--- src/rtl/hub_fpu_seq_pkg.sv ---
// Shared types for the FP16 issue/retire sequencer in front of fpnew_top.
// Holds the FPU encodings the sequencer needs, the queued request payload
// and the sequencer state enum.
package hub_fpu_seq_pkg;

  localparam int unsigned FP16_W    = 16;
  localparam int unsigned DEF_TAG_W = 3;
  localparam int unsigned NUM_OPS   = 3;
  localparam int unsigned STATUS_W  = 5;

  typedef enum logic [3:0] {
    FMADD, FNMSUB, ADD, MUL, DIV, SQRT, SGNJ, MINMAX,
    CMP, CLASSIFY, F2F, F2I, I2F, CPKAB, CPKCD
  } operation_e;

  typedef enum logic [2:0] {
    RNE = 3'b000,
    RTZ = 3'b001,
    RDN = 3'b010,
    RUP = 3'b011,
    RMM = 3'b100,
    ROD = 3'b101,
    DYN = 3'b111
  } roundmode_e;

  typedef enum logic [2:0] {
    FP32    = 3'd0,
    FP64    = 3'd1,
    FP16    = 3'd2,
    FP8     = 3'd3,
    FP16ALT = 3'd4
  } fp_format_e;

  typedef enum logic [1:0] {
    INT8  = 2'd0,
    INT16 = 2'd1,
    INT32 = 2'd2,
    INT64 = 2'd3
  } int_format_e;

  // IEEE exception flags in NV/DZ/OF/UF/NX order (NX is bit 0)
  typedef struct packed {
    logic nv;
    logic dz;
    logic of;
    logic uf;
    logic nx;
  } status_t;

  localparam fp_format_e  SEQ_FP_FMT  = FP16;
  localparam int_format_e SEQ_INT_FMT = INT16;

  typedef struct packed {
    operation_e                         op;
    logic                               op_mod;
    roundmode_e                         rnd;
    logic [NUM_OPS-1:0][FP16_W-1:0]     operands;
  } issue_req_t;

  typedef enum logic [1:0] {
    RUN   = 2'd0,
    DRAIN = 2'd1,
    FLUSH = 2'd2
  } seq_state_e;

endpackage

--- src/rtl/hub_fpu_req_fifo.sv ---
// Request FIFO for the issue queue: DEPTH entries of issue_req_t.
// Ports: clk_i/rst_i (async active-high), push_i/pop_i (ignored when
// full/empty), clear_i (drops all entries, wins over push/pop),
// data_i (write payload), data_o (head entry), full_o, empty_o.
module hub_fpu_req_fifo
  import hub_fpu_seq_pkg::*;
#(
  parameter int unsigned DEPTH = 4
) (
  input  logic       clk_i,
  input  logic       rst_i,
  input  logic       push_i,
  input  logic       pop_i,
  input  logic       clear_i,
  input  issue_req_t data_i,
  output issue_req_t data_o,
  output logic       full_o,
  output logic       empty_o
);

  localparam int unsigned PTR_W = (DEPTH > 1) ? $clog2(DEPTH) : 1;

  issue_req_t       r_mem [DEPTH];
  logic [PTR_W:0]   r_wr_ptr;
  logic [PTR_W:0]   r_rd_ptr;
  logic             w_push;
  logic             w_pop;

  // Extra pointer MSB distinguishes full from empty when the indices match
  assign empty_o = (r_wr_ptr == r_rd_ptr);
  assign full_o  = (r_wr_ptr[PTR_W] != r_rd_ptr[PTR_W]) &&
                   (r_wr_ptr[PTR_W-1:0] == r_rd_ptr[PTR_W-1:0]);
  assign w_push  = push_i && !full_o && !clear_i;
  assign w_pop   = pop_i && !empty_o && !clear_i;
  assign data_o  = r_mem[r_rd_ptr[PTR_W-1:0]];

  // Pointer update
  always_ff @(posedge clk_i or posedge rst_i) begin
    if (rst_i) begin
      r_wr_ptr <= '0;
      r_rd_ptr <= '0;
    end else if (clear_i) begin
      r_wr_ptr <= '0;
      r_rd_ptr <= '0;
    end else begin
      if (w_push) r_wr_ptr <= r_wr_ptr + (PTR_W+1)'(1);
      if (w_pop)  r_rd_ptr <= r_rd_ptr + (PTR_W+1)'(1);
    end
  end

  // Storage
  always_ff @(posedge clk_i or posedge rst_i) begin
    if (rst_i) begin
      for (int i = 0; i < int'(DEPTH); i++) r_mem[i] <= '0;
    end else if (w_push) begin
      r_mem[r_wr_ptr[PTR_W-1:0]] <= data_i;
    end
  end

endmodule

--- src/rtl/hub_fpu_issue_queue.sv ---
// Issue/retire stage around fpnew_top (FP16, no internal pipeline regs).
// Host side: req_* handshake into a request FIFO, rsp_* response slot,
// sticky fflags_o / tag_err_o, flush_i / drain_i control, drain_done_o pulse.
// FPU side: fpu_* request fields driven from the FIFO head with a rolling tag,
// fpu_in_valid_o/fpu_in_ready_i, fpu_result/status/tag with
// fpu_out_valid_i/fpu_out_ready_o, and fpu_flush_o.
// Observability: outstanding_o (in-flight ops), busy_o.
module hub_fpu_issue_queue
  import hub_fpu_seq_pkg::*;
#(
  parameter  int unsigned FP_WIDTH = FP16_W,
  parameter  int unsigned DEPTH    = 4,
  parameter  int unsigned MAX_OUT  = 4,
  parameter  int unsigned TAG_W    = DEF_TAG_W,
  localparam int unsigned OUT_W    = $clog2(MAX_OUT + 1)
) (
  input  logic                             clk_i,
  input  logic                             rst_i,
  input  logic                             req_valid_i,
  output logic                             req_ready_o,
  input  operation_e                       req_op_i,
  input  logic                             req_op_mod_i,
  input  roundmode_e                       req_rnd_i,
  input  logic [FP_WIDTH-1:0]              req_a_i,
  input  logic [FP_WIDTH-1:0]              req_b_i,
  input  logic [FP_WIDTH-1:0]              req_c_i,
  input  logic                             flush_i,
  input  logic                             drain_i,
  output logic                             drain_done_o,
  output logic [NUM_OPS-1:0][FP_WIDTH-1:0] fpu_operands_o,
  output operation_e                       fpu_op_o,
  output logic                             fpu_op_mod_o,
  output roundmode_e                       fpu_rnd_mode_o,
  output fp_format_e                       fpu_src_fmt_o,
  output fp_format_e                       fpu_dst_fmt_o,
  output int_format_e                      fpu_int_fmt_o,
  output logic [TAG_W-1:0]                 fpu_tag_o,
  output logic                             fpu_in_valid_o,
  input  logic                             fpu_in_ready_i,
  output logic                             fpu_flush_o,
  input  logic [FP_WIDTH-1:0]              fpu_result_i,
  input  status_t                          fpu_status_i,
  input  logic [TAG_W-1:0]                 fpu_tag_i,
  input  logic                             fpu_out_valid_i,
  output logic                             fpu_out_ready_o,
  output logic                             rsp_valid_o,
  input  logic                             rsp_ready_i,
  output logic [FP_WIDTH-1:0]              rsp_result_o,
  output logic [STATUS_W-1:0]              rsp_status_o,
  output logic [TAG_W-1:0]                 rsp_tag_o,
  output logic [STATUS_W-1:0]              fflags_o,
  input  logic                             fflags_clr_i,
  output logic                             tag_err_o,
  output logic [OUT_W-1:0]                 outstanding_o,
  output logic                             busy_o
);

  seq_state_e          r_state;
  seq_state_e          w_state_nxt;
  issue_req_t          w_push_req;
  issue_req_t          w_head;
  logic                w_fifo_full;
  logic                w_fifo_empty;
  logic                w_push;
  logic                w_dispatch;
  logic                w_retire;
  logic                w_dec;
  logic                w_idle;
  logic                w_clear;
  logic [STATUS_W-1:0] w_status;

  logic [TAG_W-1:0]    r_issue_tag;
  logic [TAG_W-1:0]    r_expect_tag;
  logic [OUT_W-1:0]    r_outstanding;
  logic                r_rsp_valid;
  logic [FP_WIDTH-1:0] r_rsp_result;
  logic [STATUS_W-1:0] r_rsp_status;
  logic [TAG_W-1:0]    r_rsp_tag;
  logic [STATUS_W-1:0] r_fflags;
  logic                r_tag_err;

  assign w_push_req.op          = req_op_i;
  assign w_push_req.op_mod      = req_op_mod_i;
  assign w_push_req.rnd         = req_rnd_i;
  assign w_push_req.operands[0] = FP16_W'(req_a_i);
  assign w_push_req.operands[1] = FP16_W'(req_b_i);
  assign w_push_req.operands[2] = FP16_W'(req_c_i);

  assign w_clear = (r_state == FLUSH);

  hub_fpu_req_fifo #(
    .DEPTH (DEPTH)
  ) u_fifo (
    .clk_i   (clk_i),
    .rst_i   (rst_i),
    .push_i  (w_push),
    .pop_i   (w_dispatch),
    .clear_i (w_clear),
    .data_i  (w_push_req),
    .data_o  (w_head),
    .full_o  (w_fifo_full),
    .empty_o (w_fifo_empty)
  );

  // FPU request fields come straight from the FIFO head, so they hold while stalled
  assign fpu_operands_o[0] = FP_WIDTH'(w_head.operands[0]);
  assign fpu_operands_o[1] = FP_WIDTH'(w_head.operands[1]);
  assign fpu_operands_o[2] = FP_WIDTH'(w_head.operands[2]);
  assign fpu_op_o          = w_head.op;
  assign fpu_op_mod_o      = w_head.op_mod;
  assign fpu_rnd_mode_o    = w_head.rnd;
  assign fpu_src_fmt_o     = SEQ_FP_FMT;
  assign fpu_dst_fmt_o     = SEQ_FP_FMT;
  assign fpu_int_fmt_o     = SEQ_INT_FMT;
  assign fpu_tag_o         = r_issue_tag;

  assign w_idle          = w_fifo_empty && (r_outstanding == '0) && !r_rsp_valid;
  assign fpu_out_ready_o = !r_rsp_valid || rsp_ready_i;
  assign w_push          = req_valid_i && req_ready_o;
  assign w_dispatch      = fpu_in_valid_o && fpu_in_ready_i;
  // Results arriving during the flush cycle belong to aborted work
  assign w_retire        = fpu_out_valid_i && fpu_out_ready_o && (r_state != FLUSH);
  assign w_dec           = w_retire && (r_outstanding != '0);
  assign w_status        = fpu_status_i;

  // State register
  always_ff @(posedge clk_i or posedge rst_i) begin
    if (rst_i) r_state <= RUN;
    else       r_state <= w_state_nxt;
  end

  // Next state and control outputs; flush beats drain
  always_comb begin
    w_state_nxt    = r_state;
    req_ready_o    = 1'b0;
    drain_done_o   = 1'b0;
    fpu_flush_o    = 1'b0;
    fpu_in_valid_o = 1'b0;
    unique case (r_state)
      RUN: begin
        if (flush_i)      w_state_nxt = FLUSH;
        else if (drain_i) w_state_nxt = DRAIN;
        req_ready_o = !w_fifo_full && !flush_i && !drain_i;
      end
      DRAIN: begin
        if (flush_i)     w_state_nxt = FLUSH;
        else if (w_idle) w_state_nxt = RUN;
        drain_done_o = w_idle;
      end
      FLUSH: begin
        w_state_nxt = RUN;
        fpu_flush_o = 1'b1;
      end
      default: w_state_nxt = RUN;
    endcase
    if (r_state != FLUSH)
      fpu_in_valid_o = !w_fifo_empty && (r_outstanding < OUT_W'(MAX_OUT));
  end

  // Sticky flags; a clear coinciding with a retire keeps only the new status
  always_ff @(posedge clk_i or posedge rst_i) begin
    if (rst_i) begin
      r_fflags  <= '0;
      r_tag_err <= 1'b0;
    end else begin
      if (fflags_clr_i) r_fflags <= w_retire ? w_status : '0;
      else if (w_retire) r_fflags <= r_fflags | w_status;
      if (w_retire && ((fpu_tag_i != r_expect_tag) || (r_outstanding == '0)))
        r_tag_err <= 1'b1;
    end
  end

  // Tags, in-flight count and response slot
  always_ff @(posedge clk_i or posedge rst_i) begin
    if (rst_i) begin
      r_issue_tag   <= '0;
      r_expect_tag  <= '0;
      r_outstanding <= '0;
      r_rsp_valid   <= 1'b0;
      r_rsp_result  <= '0;
      r_rsp_status  <= '0;
      r_rsp_tag     <= '0;
    end else if (r_state == FLUSH) begin
      r_issue_tag   <= '0;
      r_expect_tag  <= '0;
      r_outstanding <= '0;
      r_rsp_valid   <= 1'b0;
    end else begin
      if (w_dispatch) r_issue_tag <= r_issue_tag + TAG_W'(1);
      if (w_retire) begin
        r_rsp_valid  <= 1'b1;
        r_rsp_result <= fpu_result_i;
        r_rsp_status <= w_status;
        r_rsp_tag    <= fpu_tag_i;
        r_expect_tag <= r_expect_tag + TAG_W'(1);
      end else if (rsp_ready_i) begin
        r_rsp_valid <= 1'b0;
      end
      if (w_dispatch && !w_dec)      r_outstanding <= r_outstanding + OUT_W'(1);
      else if (!w_dispatch && w_dec) r_outstanding <= r_outstanding - OUT_W'(1);
    end
  end

  assign rsp_valid_o   = r_rsp_valid;
  assign rsp_result_o  = r_rsp_result;
  assign rsp_status_o  = r_rsp_status;
  assign rsp_tag_o     = r_rsp_tag;
  assign fflags_o      = r_fflags;
  assign tag_err_o     = r_tag_err;
  assign outstanding_o = r_outstanding;
  assign busy_o        = !w_idle;

endmodule

--- config.mk ---
export PLATFORM = sky130hd
export DESIGN_NAME = hub_fpu_issue_queue
export DESIGN_NICKNAME = d
export VERILOG_FILES = /design/src/rtl/hub_fpu_seq_pkg.sv /design/src/rtl/hub_fpu_req_fifo.sv /design/src/rtl/hub_fpu_issue_queue.sv
export SDC_FILE = /design/constraint.sdc
export NUM_CORES = 1
export LEC_CHECK = 0
export ABC_CLOCK_PERIOD_IN_PS = 11700
export CORE_MARGIN = 2
export CORE_UTILIZATION = 54
export DETAILED_ROUTE_END_ITERATION = 16
export PLACE_DENSITY = 0.8
export SYNTH_ARGS = -nofsm -noshare
export SYNTH_HDL_FRONTEND = slang
export SYNTH_HIERARCHICAL = 1
export SYNTH_SLANG_ARGS = --single-unit
--- constraint.sdc ---
create_clock -name clk_i -period 11.7 [get_ports clk_i]
set_clock_uncertainty 0.15 [all_clocks]
set_input_delay 3.51 -clock clk_i [delete_from_list [all_inputs] [get_ports clk_i]]
set_output_delay 3.51 -clock clk_i [all_outputs]
set_load 0.005 [all_outputs]
==> results of run 1 <==
[final cells by class]
| class | instances | area (µm²) |
|---|---|---|
| clock buffers | 40 | 817 |
| inverters | 11 | 48.8 |
| multi-input cells | 433 | 5470 |
| fillers | 1526 | 7050 |
| repair buffers | 199 | 1960 |
| well taps | 313 | 392 |
| flip-flops and latches | 272 | 6810 |
| clock inverters | 14 | 230 |
[where the power goes]
part           internal (mW)  switching (mW)
Combinational          0.870           0.431
Sequential              1.20           0.175
Clock                  0.620           0.371
Total                   2.69           0.977
[metrics by stage]
stage	instance area [µm²]	power [mW]	std cells	util
after floorplan	12600	2.12	770	-
after global placement	14700	2.67	1228	0.644
after detailed placement	14700	2.70	1228	0.644
after CTS	15700	3.72	1282	0.690
after global routing	15700	3.87	1282	0.690
final	15700	3.67	1282	0.690
[cells in the final DEF (no fill, tap or decap), drive strengths merged, types with 2 or more instances in the layout]
cell and instances:
dfrtp 272, mux2 248, clkdlybuf4s50 187, mux4 56, clkbuf 40, nor2 15
buf 12, inv 12, nand2 11, conb 8, ha 7, xnor2 7
nand3 7, o21ai 6, bufinv 6, a31oi 6, xor2 6, clkinv 6
nand4 5, a22o 5, nor2b 4, a311oi 4, a21oi 3, nand2b 3
nor3b 3, a21o 2, or4 2, and2 2, nor3 2, mux2i 2
and4 2, nand3b 2, o211ai 2, or3b 2, or3 2
[path summary, 6_finish.rpt]
check / start / endpoint / slack (ps) / depth (start not counted)
min in group asynchronous: rst_i / outstanding_o[0]$_DFFE_PP0P_ / 3340 / 2
setup reg to reg: u_fifo/r_rd_ptr[1]$_DFFE_PP0P_ / u_fifo/r_mem[175]$_DFFE_PP0P_ / 6760 / 10
setup / recovery: flush_i / req_ready_o / 2990 / 4
hold / removal: tag_err_o$_DFFE_PP0P_ / tag_err_o$_DFFE_PP0P_ / 300 / 1
hold reg to reg: tag_err_o$_DFFE_PP0P_ / tag_err_o$_DFFE_PP0P_ / 300 / 1
max in group asynchronous: rst_i / u_fifo/r_mem[215]$_DFFE_PP0P_ / 6700 / 3
[sequential cells by signal, indices dropped and copies added (netlist names)]
signal and flops:
tag_err_o 1, fpu_tag_o 3, u_fifo/r_wr_ptr 3, rsp_valid_o 1, rsp_result_o 16, rsp_tag_o 3, r_state 2, r_expect_tag 3
u_fifo/r_rd_ptr 3, u_fifo/r_mem 224, outstanding_o 3, fflags_o 5, rsp_status_o 5
[critical path, cell delays in order]
cell,delay (ps)
clkdlybuf4s50_1,430
or4_1,480
nor2_1,120
clkdlybuf4s50_1,510
[kinds of logic after synthesis]
kind of cell,Yosys count,share of synthesized area
other,2,0.000595
DFF,272,0.539
buffers and inverters,65,0.0341
xor gates and xnor gates,13,0.0102
and+or+nand+nor,63,0.0282
AOI/OAI and AO/OA,35,0.0209
muxes,306,0.358
adders and majority gates,8,0.00852
[routing by layer]
metal,share of wire,routed length (µm)
met3,0.069,1760
met2,0.46,11600
met4,0.020,509
met1,0.45,11500
met5,0,0
==> impl_metrics.csv, run 1 <==
group,metric,value,unit
global_routing,groute.usage.overall,0.212,
sta,setup_violations,0,
sta,slew_headroom,0.317,
clock_network,htreeDepth,1,
synth,synth_edf_count,0,
sta,finalHoldViolations,0,
place,gp_congestion,0.792,
setup_path,crit_arrival,5050,ps
floorplan,fp.dieH,157,µm
floorplan,rows,55,
place,pre_cts_ws,2980,ps
setup_path,critPathKind,"input pin to output pin",
synth,yosys.area.top_type_share,0.539,
sta,fmax,115,MHz
floorplan,io_pins,196,
global_routing,overflow,0,
setup_path,crit_path_max_fanout,3,
synth,seq_area_frac_synth,0.539,
layout,syn2layout_area_growth,24.6,%
global_routing,first_global_vias,7664,
sta,fin_tns_setup,0,ps
clock_network,cts_buffer_depth,3,
layout,drive_above_1_share,0.387,
global_routing,antenna_found_initial,0,
detailed_routing,first_pass_iters,4,
clock_network,clk_latency,540,ps
synth,synthesis.instances,764,
layout,antennaDiodeCount,0,
synth,ys_types,54,
detailed_routing,wire_per_inst,19.8,µm
floorplan,placeableCoreArea,22800,µm²
clock_network,root_buffer,"clkbuf_16",
clock_network,clkSinkCount,272,
run,max_cap_viol_count,0,
setup_path,end_kind,"output pin",
synth,ys_seq_elements,272,
detailed_routing,drcViolationCount,0,
setup_path,required,8040,ps
synth,synth_area_leaders,"dfrtp_1, mux2_4, mux2_2, mux4_2, buf_6",
clock_network,hold_buffers,0,
global_routing,grt_start_max_net_pins,105,
detailed_routing,drt_iter0_drc,347,
sta,period_share,0.745,
floorplan,die_w,157,µm
synth,yosys_warnings,6,
pwr,worst_ir_drop_vdd,163,µV
detailed_routing,vias,7098,
place,dp_hpwl,15400,µm
sta,hold_ws,303,ps
pwr,leakage,6.95,nW
synth,netlist_area,12600,µm²
synth,synth_most_common_cell,"dfrtp_1",
sta,timing.final.ws_setup,2990,ps
clock_network,cts_inserted_buffers,29,
clock_network,cts_tree,"done",
global_routing,grt_use_met3,0.0523,
clock_network,postCtsSetupBuffers,0,
global_routing,gr-max-usage-layer,"met2",
sta,worst_slew_pin_slew,1020,ps
detailed_routing,vias_per_cell,5.54,
global_routing,grt_pass1_wl,41400,µm
layout,nets,1043,
synth,syn_area_per_cell,16.5,µm²
place,portBuffers,187,
sta,period_needed,8710,ps
clock_network,cts.clk_slew.worst_paths,60,ps
detailed_routing,wl,25400,µm
synth,yosysTopAreaCell,"dfrtp_1",
status,status,"finished, final reports clean",
global_routing,use_met1,0.300,
synth,async_flop_share,1.00,
floorplan,start_util,0.554,
synth,synth-main-ff-cell,"dfrtp_1",
global_routing,met2_usage,0.338,
sta,maxSlewViolCount,0,
setup_path,start_kind,"input pin",
sta,rsz0062_at_grt,"no",
synth,synth.top_cells.by_count,"dfrtp_1, mux2_2, mux2_4",
min_path,min_path_type,"flip-flop to flip-flop",
floorplan,dieArea,24600,µm²
pwr,power_density,233,nW/µm²
detailed_routing,ant_nets,0,
clock_network,cts_resized,0,
Power figures use the tool's default switching activity.
==> run 2, diff against run 1 <==
Settings changed: ABC_CLOCK_PERIOD_IN_PS 11700 to 8800.
Clock period 11.7 ns to 8.8 ns, I/O delays scaled along.
==> run 2 against run 1 <==
  * Sequential cell count did not move
  * Count of clock-buffer cells in the layout fell by 3
  * Final area barely moved
  * Via count rose by 0.15%
  * Register-to-register slack got worse by 1900 ps
  * Combinational power rose by 34%
  * Clock power rose by 30%
  * Critical path type unchanged
==> impl_metrics.csv, run 2 (synthesized netlist as in run 1, its figures left out) <==
group,metric,value,unit
global_routing,antenna_found_initial,0,
layout,fin_cells,1281,
detailed_routing,drcViolationCount,0,
clock_network,root_buffer,"clkbuf_16",
floorplan,start_util,0.554,
layout,final_common_cell,"dfrtp_1",
sta,finalHoldViolations,0,
layout,largest_register_ffs,224,
sta,fmax,144,MHz
layout,mostFrequentLayoutCells,"dfrtp_1, clkdlybuf4s50_1, mux2_2",
sta,fin_tns_setup,0,ps
floorplan,fp.dieH,157,µm
layout,nFillCells,1539,
layout,syn2layout_area_growth,24.5,%
clock_network,postCtsSetupBuffers,0,
clock_network,clkSinkCount,272,
place,placed_cells,1228,
sta,setup_violations,0,
pwr,power,4.86,mW
floorplan,rows,55,
setup_path,start_kind,"input pin",
place,gp_congestion,0.771,
detailed_routing,wire_per_inst,20.0,µm
global_routing,grt_pass1_wl,41600,µm
status,status,"finished, final reports clean",
setup_path,crit_arrival,4170,ps
layout,antennaDiodeCount,0,
layout,nets,1043,
pwr,leakage,6.95,nW
floorplan,die_w,157,µm
detailed_routing,ant_nets,0,
sta,worst_slew_pin_slew,1070,ps
sta,period_share,0.791,
pwr,power_density,309,nW/µm²
place,portBuffers,187,
setup_path,crit_path_max_fanout,3,
place,dp_hpwl,15500,µm
detailed_routing,first_pass_iters,4,
clock_network,cts_buffer_depth,3,
setup_path,required,6010,ps
setup_path,critPathKind,"input pin to output pin",
global_routing,overflow,0,
sta,maxSlewViolCount,0,
setup_path,critPathSlowestCell,"clkdlybuf4s50_1",
setup_path,crit_family,"buffers and inverters",
detailed_routing,vias_per_cell,5.55,
setup_path,crit_buf_inv,2,
global_routing,first_global_vias,7651,
layout,top_register,"u_fifo/r_mem",
setup_path,crit_chain,"clkdlybuf4s50_1 -> or4_1 -> nor2_1 -> clkdlybuf4s50_1",
setup_path,end_kind,"output pin",
clock_network,cts_inserted_buffers,29,
clock_network,cts_resized,0,
clock_network,clk_latency,540,ps
detailed_routing,drt_iter0_drc,328,
layout,postLayoutCoreUtil,0.690,
setup_path,cpPeakStageDelay,510,ps
sta,hold_ws,306,ps
sta,period_needed,6960,ps
clock_network,htreeDepth,1,
pwr,worst_ir_drop_vdd,217,µV
clock_network,hold_buffers,0,
sta,slew_headroom,0.286,
global_routing,groute.usage.overall,0.213,
detailed_routing,wl,25600,µm
floorplan,io_pins,196,
sta,rsz0062_at_grt,"no",
global_routing,grt_start_max_net_pins,144,
clock_network,cts.clk_slew.worst_paths,60,ps
layout,drive_above_1_share,0.390,
setup_path,cpMostUsedCell,"clkdlybuf4s50_1",
run,max_cap_viol_count,0,
floorplan,placeableCoreArea,22800,µm²
clock_network,cts_tree,"done",
min_path,min_path_type,"flip-flop to flip-flop",
floorplan,dieArea,24600,µm²
detailed_routing,vias,7109,
run 2: changes by cell type in the layout (fill, tap and decap cells not counted), sizes merged:
| cell | before | now |
|---|---|---|
| clkbuf | 40 | 37 |
| inv | 12 | 11 |
| clkinvlp | 1 | 2 |
| clkinv | 6 | 9 |
| bufinv | 6 | 5 |
run 2: power breakdown:
part	total (mW)	switching (mW)	internal, mW	leakage, nW
clock	1.29	0.496	0.798	0.513
combinational	1.74	0.587	1.16	2.88
sequential	1.82	0.222	1.60	3.56
run 2: area by class of cell:
type / count / area (µm²) / area share
clock buffer: 37 / 816 / 0.0519
timing repair buffer: 199 / 1970 / 0.126
tap: 313 / 392 / 0.0249
sequential: 272 / 6810 / 0.433
multi-input combinational: 433 / 5470 / 0.348
clock inverter: 16 / 211 / 0.0135
inverter: 11 / 45.0 / 0.00287
run 2: worst reg2reg max path, delay by kind of cell, from the launching register on:
kind / cells / cell delay, ps
AO/OA/AOI/OAI: 1 / 610
XOR/XNOR: 1 / 370
buffers and inverters: 1 / 640
flip-flops: 1 / 510
multiplexers: 1 / 480
AND/OR/NAND/NOR: 5 / 1040
run 2: path summary, 6_finish.rpt:
check	cells past startpoint	to	start	slack, ps
max	4	req_ready_o	flush_i	1840
min	1	tag_err_o$_DFFE_PP0P_	tag_err_o$_DFFE_PP0P_	310
max reg2reg	9	u_fifo/r_mem[105]$_DFFE_PP0P_	u_fifo/r_wr_ptr[1]$_DFFE_PP0P_	4890
min reg2reg	1	tag_err_o$_DFFE_PP0P_	tag_err_o$_DFFE_PP0P_	310
max in group asynchronous	3	u_fifo/r_mem[54]$_DFFE_PP0P_	rst_i	5000
min in group asynchronous	2	u_fifo/r_mem[141]$_DFFE_PP0P_	rst_i	2260
run 2: metal layers:
metal | vias up | wire length (µm) | GRT usage
li1 | 3169 | - | -
met3 | 39 | 1550 | 0.0457
met2 | 185 | 12100 | 0.346
met5 | - | 0 | 0
met1 | 3716 | 11400 | 0.299
met4 | 0 | 539 | 0.0481
run 2: per-stage QoR:
stage               worst slack, ps  instance area, µm²
floorplan                      2780               12700
global placement               1840               14700
detailed placement             1850               14700
CTS                            1840               15700
global route                   1720               15700
finish                         1840               15700
==> run 3, diff against run 2 <==
Settings changed: ABC_CLOCK_PERIOD_IN_PS 8800 to 6300, CORE_UTILIZATION 54 to 49, PLACE_DENSITY 0.8 to 0.77.
Clock period 8.8 ns to 6.3 ns, I/O delays scaled along.
==> run 3 against run 2 <==
  * Die area is 9.9% higher
  * First-iteration DRC count is 21% higher
  * Final cell count increased by 1.2%
  * Worst hold slack better by 3.8 ps
  * Critical path type is now flip-flop to output pin
  * Sequential power is 38% higher
==> impl_metrics.csv, run 3 (synthesized netlist as in run 1, its figures left out) <==
group,metric,value,unit
layout,drive_above_1_share,0.388,
global_routing,gr-max-usage-layer,"met2",
layout,antennaDiodeCount,0,
clock_network,clkSinkCount,272,
sta,worst_slew_pin_slew,990,ps
clock_network,cts_inserted_buffers,29,
global_routing,grt_use_met3,0.0535,
layout,mostFrequentLayoutCells,"dfrtp_1, clkdlybuf4s50_1, mux2_2",
sta,fmax,182,MHz
global_routing,met2_usage,0.308,
run,max_cap_viol_count,0,
sta,hold_ws,310,ps
clock_network,cts_tree,"done",
clock_network,cts_resized,0,
sta,setup_violations,0,
global_routing,overflow,0,
layout,fin_cells,1297,
clock_network,clk_latency,530,ps
clock_network,htreeDepth,1,
layout,syn2layout_area_growth,24.7,%
global_routing,first_global_vias,7699,
clock_network,cts_buffer_depth,3,
pwr,power_density,427,nW/µm²
floorplan,rows,58,
place,portBuffers,187,
pwr,power,6.72,mW
setup_path,crit_path_max_fanout,9,
layout,largest_register_ffs,224,
layout,final_common_cell,"dfrtp_1",
setup_path,required,4260,ps
detailed_routing,wl,25800,µm
place,dp_hpwl,15700,µm
global_routing,use_met1,0.270,
sta,slew_headroom,0.340,
layout,top_register,"u_fifo/r_mem",
clock_network,root_buffer,"clkbuf_16",
floorplan,placeableCoreArea,25300,µm²
sta,maxSlewViolCount,0,
detailed_routing,wire_per_inst,19.9,µm
place,gp_congestion,0.773,
sta,period_needed,5490,ps
detailed_routing,drt_iter0_drc,396,
clock_network,postCtsSetupBuffers,0,
sta,rsz0062_at_grt,"no",
place,pre_cts_ws,836,ps
layout,nets,1046,
sta,finalHoldViolations,0,
detailed_routing,drcViolationCount,0,
status,status,"finished, final reports clean",
floorplan,die_w,165,µm
setup_path,end_kind,"output pin",
detailed_routing,ant_nets,0,
floorplan,start_util,0.500,
sta,fin_tns_setup,0,ps
sta,timing.final.ws_setup,805,ps
global_routing,antenna_found_initial,0,
detailed_routing,first_pass_iters,4,
pwr,worst_ir_drop_vdd,289,µV
setup_path,crit_arrival,3450,ps
detailed_routing,vias_per_cell,5.47,
floorplan,io_pins,196,
detailed_routing,vias,7093,
sta,period_share,0.872,
layout,nFillCells,1851,
place,placed_cells,1248,
global_routing,groute.usage.overall,0.195,
floorplan,fp.dieH,165,µm
global_routing,grt_start_max_net_pins,126,
setup_path,start_kind,"flip-flop",
clock_network,hold_buffers,0,
min_path,min_path_type,"flip-flop to flip-flop",
clock_network,cts.clk_slew.worst_paths,60,ps
floorplan,dieArea,27100,µm²
pwr,leakage,6.95,nW
setup_path,critPathKind,"flip-flop to output pin",
global_routing,grt_pass1_wl,41900,µm
run 3: worst max-delay path, cell delays in order, from the launching register on:
cell	delay [ps]
dfrtp_1	510
xnor2_2	730
nand2_1	180
nor2_1	320
or3b_4	470
nor3b_2	200
clkdlybuf4s50_1	520
run 3: final cells by class:
class | count | area, µm² | share of cell area
Sequential cell | 272 | 6810 | 0.432
Multi-Input combinational cell | 433 | 5470 | 0.347
Timing Repair Buffer | 202 | 2050 | 0.130
Clock buffer | 38 | 810 | 0.0514
Tap cell | 330 | 413 | 0.0262
Clock inverter | 11 | 158 | 0.0100
Inverter | 11 | 45.0 | 0.00286
run 3: final timing paths:
kind	endpoint	depth (start not counted)	start	slack [ps]
hold / removal	tag_err_o$_DFFE_PP0P_	1	tag_err_o$_DFFE_PP0P_	310
hold reg to reg	tag_err_o$_DFFE_PP0P_	1	tag_err_o$_DFFE_PP0P_	310
max in group asynchronous	u_fifo/r_mem[44]$_DFFE_PP0P_	3	rst_i	3620
setup / recovery	drain_done_o	6	u_fifo/r_wr_ptr[1]$_DFFE_PP0P_	810
setup reg to reg	u_fifo/r_mem[54]$_DFFE_PP0P_	9	u_fifo/r_wr_ptr[1]$_DFFE_PP0P_	2950
min in group asynchronous	rsp_result_o[15]$_DFFE_PP0P_	3	rst_i	1750
run 3: report_power, final:
group          internal, mW  total (mW)  leakage, nW  switching [mW]
Sequential             2.24        2.52         3.56           0.280
Combinational          1.62        2.48         2.91           0.856
Clock                  1.06        1.73        0.478           0.673
Total                  4.92        6.72         6.95            1.81
run 3: per-stage QoR:
stage,util,area (µm²)
after floorplan,-,12700
after global placement,0.585,14800
after detailed placement,0.585,14800
after CTS,0.624,15800
after global routing,0.624,15800
final,0.624,15800
run 3: layer usage:
metal	vias to the layer above	part of all wire
met3	39	0.076
met2	193	0.46
met1	3683	0.44
met5	-	0
met4	0	0.023
li1	3178	-
